==> config.mk <==
export PLATFORM = sky130hd
export DESIGN_NAME = if_else_select_pipe
export DESIGN_NICKNAME = d
export VERILOG_FILES = /design/src/rtl/if_else_select_pipe.sv
export SDC_FILE = /design/constraint.sdc
export NUM_CORES = 1
export LEC_CHECK = 0
export BUFFER_PORTS_ARGS = -buffer_cell sky130_fd_sc_hd__buf_2
export CAP_MARGIN = 20
export CORE_MARGIN = 2
export CORE_UTILIZATION = 45
export CTS_BUF_LIST = sky130_fd_sc_hd__clkbuf_4
export DETAILED_ROUTE_END_ITERATION = 12
export SLEW_MARGIN = 20
export SYNTH_ARGS = -nofsm -noshare
export SYNTH_HDL_FRONTEND = slang
export SYNTH_SLANG_ARGS = --single-unit
==> constraint.sdc <==
create_clock -name clk -period 8.1 [get_ports clk]
set_clock_uncertainty 0.1 [all_clocks]
set_input_delay 0.405 -clock clk [delete_from_list [all_inputs] [get_ports clk]]
set_output_delay 0.405 -clock clk [all_outputs]
set_load 0.02 [all_outputs]
==> src/rtl/if_else_select_pipe.sv <==
// Condition-driven select of if/else branch results with a buffer on each of the
// three input streams, a registered valid/ready output and taken/total statistics.

module if_else_select_fifo #(
   parameter int WIDTH = 32,
   parameter int DEPTH = 4
) (
   input  logic             clk,
   input  logic             reset,
   input  logic [WIDTH-1:0] in_data,
   input  logic             in_valid,
   output logic             in_ready,
   input  logic             pop,
   output logic [WIDTH-1:0] head,
   output logic             empty
);
   localparam int AW = $clog2(DEPTH);
   localparam logic [AW:0] FULL_CNT = (AW+1)'(DEPTH);

   logic [WIDTH-1:0] mem [DEPTH];
   logic [AW-1:0]    wr_ptr;
   logic [AW-1:0]    rd_ptr;
   logic [AW:0]      count;
   logic             push;

   // Ready depends only on the registered count, so a full buffer refuses a push
   // even when it is popped on the same edge.
   assign in_ready = (count != FULL_CNT);
   assign empty    = (count == '0);
   assign push     = in_valid & in_ready;
   assign head     = mem[rd_ptr];

   always_ff @(posedge clk or negedge reset) begin
      if (!reset) begin
         wr_ptr <= '0;
         rd_ptr <= '0;
         count  <= '0;
      end else begin
         if (push) wr_ptr <= wr_ptr + AW'(1);
         if (pop)  rd_ptr <= rd_ptr + AW'(1);
         case ({push, pop})
            2'b10:   count <= count + (AW+1)'(1);
            2'b01:   count <= count - (AW+1)'(1);
            default: count <= count;
         endcase
      end
   end

   always_ff @(posedge clk) begin
      if (push) mem[wr_ptr] <= in_data;
   end
endmodule

module if_else_select_pipe #(
   parameter int WIDTH  = 32,
   parameter int DEPTH  = 4,
   parameter int CNT_W  = 16,
   parameter bit INVERT = 1'b0
) (
   input  logic             clk,
   input  logic             reset,
   input  logic [WIDTH-1:0] if_data,
   input  logic             if_valid,
   output logic             if_ready,
   input  logic [WIDTH-1:0] else_data,
   input  logic             else_valid,
   output logic             else_ready,
   input  logic             cond,
   input  logic             cond_valid,
   output logic             cond_ready,
   output logic [WIDTH-1:0] out_data,
   output logic             out_valid,
   input  logic             out_ready,
   output logic [CNT_W-1:0] taken_cnt,
   output logic [CNT_W-1:0] total_cnt,
   output logic             ovf
);
   logic [WIDTH-1:0] if_head;
   logic [WIDTH-1:0] else_head;
   logic             cond_head;
   logic             if_empty;
   logic             else_empty;
   logic             cond_empty;
   logic             fire;
   logic             sel;

   function automatic logic [WIDTH-1:0] select_branch(input logic s,
                                                      input logic [WIDTH-1:0] a,
                                                      input logic [WIDTH-1:0] b);
      return s ? a : b;
   endfunction

   if_else_select_fifo #(.WIDTH(WIDTH), .DEPTH(DEPTH)) u_if_fifo (
      .clk(clk), .reset(reset), .in_data(if_data), .in_valid(if_valid),
      .in_ready(if_ready), .pop(fire), .head(if_head), .empty(if_empty)
   );

   if_else_select_fifo #(.WIDTH(WIDTH), .DEPTH(DEPTH)) u_else_fifo (
      .clk(clk), .reset(reset), .in_data(else_data), .in_valid(else_valid),
      .in_ready(else_ready), .pop(fire), .head(else_head), .empty(else_empty)
   );

   if_else_select_fifo #(.WIDTH(1), .DEPTH(DEPTH)) u_cond_fifo (
      .clk(clk), .reset(reset), .in_data(cond), .in_valid(cond_valid),
      .in_ready(cond_ready), .pop(fire), .head(cond_head), .empty(cond_empty)
   );

   // Both branch heads are consumed on every fire so pairing stays in arrival order.
   assign fire = ~if_empty & ~else_empty & ~cond_empty & (~out_valid | out_ready);
   assign sel  = cond_head ^ INVERT;

   always_ff @(posedge clk or negedge reset) begin
      if (!reset) begin
         out_data  <= '0;
         out_valid <= 1'b0;
      end else if (fire) begin
         out_data  <= select_branch(sel, if_head, else_head);
         out_valid <= 1'b1;
      end else if (out_ready) begin
         out_valid <= 1'b0;
      end
   end

   always_ff @(posedge clk or negedge reset) begin
      if (!reset) begin
         taken_cnt <= '0;
         total_cnt <= '0;
         ovf       <= 1'b0;
      end else if (fire) begin
         total_cnt <= total_cnt + CNT_W'(1);
         if (sel) taken_cnt <= taken_cnt + CNT_W'(1);
         if ((&total_cnt) || (sel && (&taken_cnt))) ovf <= 1'b1;
      end
   end
endmodule

==> flow_summary_export.csv <==
group,metric,value,unit
status,status,"completed",
synth,ys_ff_latch,347,
floorplanning,initial_core_util,0.459,
synth,yosysTopAreaCell,"edfxtp_1",
final_layout,stdcell_count,1517,
floorplanning,die_width,178,um
clock_tree,cts-root-buf,"clkbuf_4",
placed_design,numPortBuffers,139,
clock_tree,htree_levels,3,
synth,syn-num-nets,867,
synth,syn_inst,776,
sta,fin_setup_tns,0,ns
detailed_routing,drc,0,
final_layout,layout_commonest_cell,"edfxtp_1",
critical_path,cp_max_fo,71,
grt,antenna_found_initial,2,
synth,synth_top_area_frac,0.571,
sta,period_minus_slack,3.15,ns
clock_tree,numCtsBuffers,91,
clock_tree,ctsResizeCount,0,
sta,setup_viol,0,
placed_design,placed_area,14800,um2
critical_path,cp_data_required_time,8.62,ns
detailed_routing,dr.pass1.iters,4,
synth,synth_cell_types,34,
placed_design,placed_cells,1281,
grt,gr-total-overflow,0,
critical_path,r2r_setup_slack,4.95,ns
floorplanning,fp.dieArea,31800,um2
grt,track_usage,0.191,
placed_design,dp_slack,4.92,ns
power_and_ir_drop,p_leak,6.50,nW
final_layout,final_cell_mix,"edfxtp_1 (260), clkbuf_4 (144), buf_2 (138)",
sta,relSlewSlack,0.346,
sta,fin_ws,4.95,ns
sta,timing.fmax,317,MHz
sta,slew_violations,0,
critical_path,start_kind,"flop",
synth,yosys_warnings,0,
floorplanning,ios,140,
hold_path,min_path_type,"in -> reg",
synth,syn_avg_cell_area,17.6,um2
synth,synth.yosys.seq_area_share,0.730,
floorplanning,fp.coreArea,29800,um2
grt,top_usage_layer,"met2",
detailed_routing,via_per_inst,5.09,
critical_path,critPathCaptureType,"flop",
detailed_routing,num_vias,7724,
grt,grt_max_degree,72,
final_layout,nNetsFinal,1147,
critical_path,path_class,"reg -> reg",
clock_tree,clk_latency,0.72,ns
detailed_routing,initialDrtViolationCount,482,
detailed_routing,routed_wl,29.1,mm
job,drv_cap,0,
sta,rsz0062_at_grt,"no",
clock_tree,cts_hold_buffers,71,
power_and_ir_drop,powerDensity,368,nW/um2
final_layout,layout-drive-gt1-share,0.345,
synth,netlist_area,13700,um2
clock_tree,tritoncts,"yes",
sta,tightest_slew,0.981,ns
clock_tree,cts_buffer_depth,3,
grt,met2_usage,0.320,
grt,grt_pass1_wl,45.6,mm
grt,grtUsageMet3,0.0541,
critical_path,cp.arrival,3.67,ns
floorplanning,row_count,63,
placed_design,place.gp.congestion,0.766,
critical_path,crit_top_cell,"xor2_1",
clock_tree,cts.sinks,347,
grt,grt_pass1_vias,8228,
clock_tree,clkSlewWorstSetupHoldPaths,0.07,ns
critical_path,crit_path_top_delay_cell,"buf_4",
floorplanning,dieHeight,178,um
grt,grt_use_met1,0.242,
detailed_routing,wire_per_inst,19.2,um
critical_path,cp_slowest_stage_delay,0.56,ns
power_and_ir_drop,vdd_ir_drop_max,0.235,mV
placed_design,dp_hpwl,17.8,mm
detailed_routing,ant_nets,0,
clock_tree,postCtsSetupRepairBufs,0,
sta,finalCritPeriodShare,0.389,
sta,finalHoldViolCount,0,
final_layout,final_area,16800,um2
synth,yosys-top-cells-area,"edfxtp_1 (57%), dfrtp_1 (16%), mux4_2 (11%), nand2_1 (2.3%), xor2_1 (1.7%)",
critical_path,path_cells,"or3_1 -> nand4_4 -> inv_2 -> buf_4 -> ha_1 -> inv_1 -> fa_1 -> xor2_1 -> nor2_1 -> xor2_1",
final_layout,syn2layout_area_growth,22.5,%
[cell families (layout without fill, tap and decap cells)]
group	Yosys count	after routing	share of synthesized area
flops	347	347	0.730
mux	75	75	0.114
buf+inv	54	403	0.0168
simple gates	197	197	0.0722
xor+xnor	48	48	0.0307
fa+ha+maj	20	20	0.0199
other cells	0	2	0
compound gates	35	35	0.0164
[through the flow]
stage	utilization	total power [mW]	hold slack (ns)
after global routing	0.562	6.56	0.274
final	0.562	6.16	0.333
after floorplan	-	4.01	0.00941
after detailed placement	0.497	4.67	0.203
after global placement	0.497	4.64	0.196
after CTS	0.561	6.25	0.258
[flip-flops by register name (all words and copies together) (netlist names), 4 cells and up]
register	count
u_if_fifo.mem	128
u_cond_fifo.mem	4
taken_cnt	16
out_data	32
u_else_fifo.mem	128
total_cnt	16
[power breakdown]
group / switching, mW / internal, mW
logic: 1.22 / 0.809
clock network: 0.688 / 0.838
registers: 0.211 / 2.39
total: 2.12 / 4.04
[critical path: cells and delay by family, from the launching register on]
| kind | cells | cell delay (ns) |
|---|---|---|
| flops | 1 | 0.44 |
| buf+inv | 3 | 0.89 |
| simple gates | 3 | 0.63 |
| xor+xnor | 2 | 0.31 |
| fa+ha+maj | 2 | 0.66 |
[metal layers]
layer,share of wire,up-vias,wire [um]
met5,0,-,0
met4,0.014,0,404
met3,0.065,37,1900
met2,0.50,216,14700
met1,0.42,3861,12100
li1,-,3610,-
[cell usage after synthesis]
cell type / number
mux2_2: 5
mux2i_1: 5
mux4_2: 64
nor2_1: 36
nor4_2: 7
xor2_1: 26
a31o_2: 1
inv_1: 15
and3_1: 15
fa_1: 3
a31oi_1: 32
xnor2_1: 22
nand3_1: 14
ha_1: 17
nor4b_1: 2
inv_2: 1
buf_1: 7
nand2_1: 83
nor3_1: 5
and2_1: 5
dfrtp_1: 87
nand4_4: 1
buf_6: 1
or3_1: 4
buf_2: 16
o21ai_0: 1
nand2b_1: 1
clkbuf_1: 14
nand4_1: 9
and4_1: 5
edfxtp_1: 260
nor4_1: 10
a41o_1: 1
mux2_1: 1
[layout make-up]
cell class | count | area (um2)
sequential | 347 | 9990
antenna | 2 | 5.00
tap | 390 | 488
inverter | 16 | 60.1
fill | 2422 | 13000
multi-input combinational | 375 | 3480
clock inverter | 18 | 118
clock buffer | 144 | 1080
timing repair buffer | 225 | 1540
[final timing paths]
kind | to | cells after the start | from
max reg2reg | u_else_fifo.count[2]$_DFFE_PN0P_ | 10 | u_if_fifo.count[0]$_DFFE_PN0P_
min reg2reg | taken_cnt[8]$_DFFE_PN0P_ | 1 | taken_cnt[8]$_DFFE_PN0P_
min | u_if_fifo.mem[0][14]$_DFFE_PP_ | 2 | if_data[14]
max | u_else_fifo.count[2]$_DFFE_PN0P_ | 10 | u_if_fifo.count[0]$_DFFE_PN0P_
max in group asynchronous | u_if_fifo.rd_ptr[0]$_DFFE_PN0P_ | 3 | reset
min in group asynchronous | taken_cnt[7]$_DFFE_PN0P_ | 3 | reset
Power figures use the tool's default switching activity.
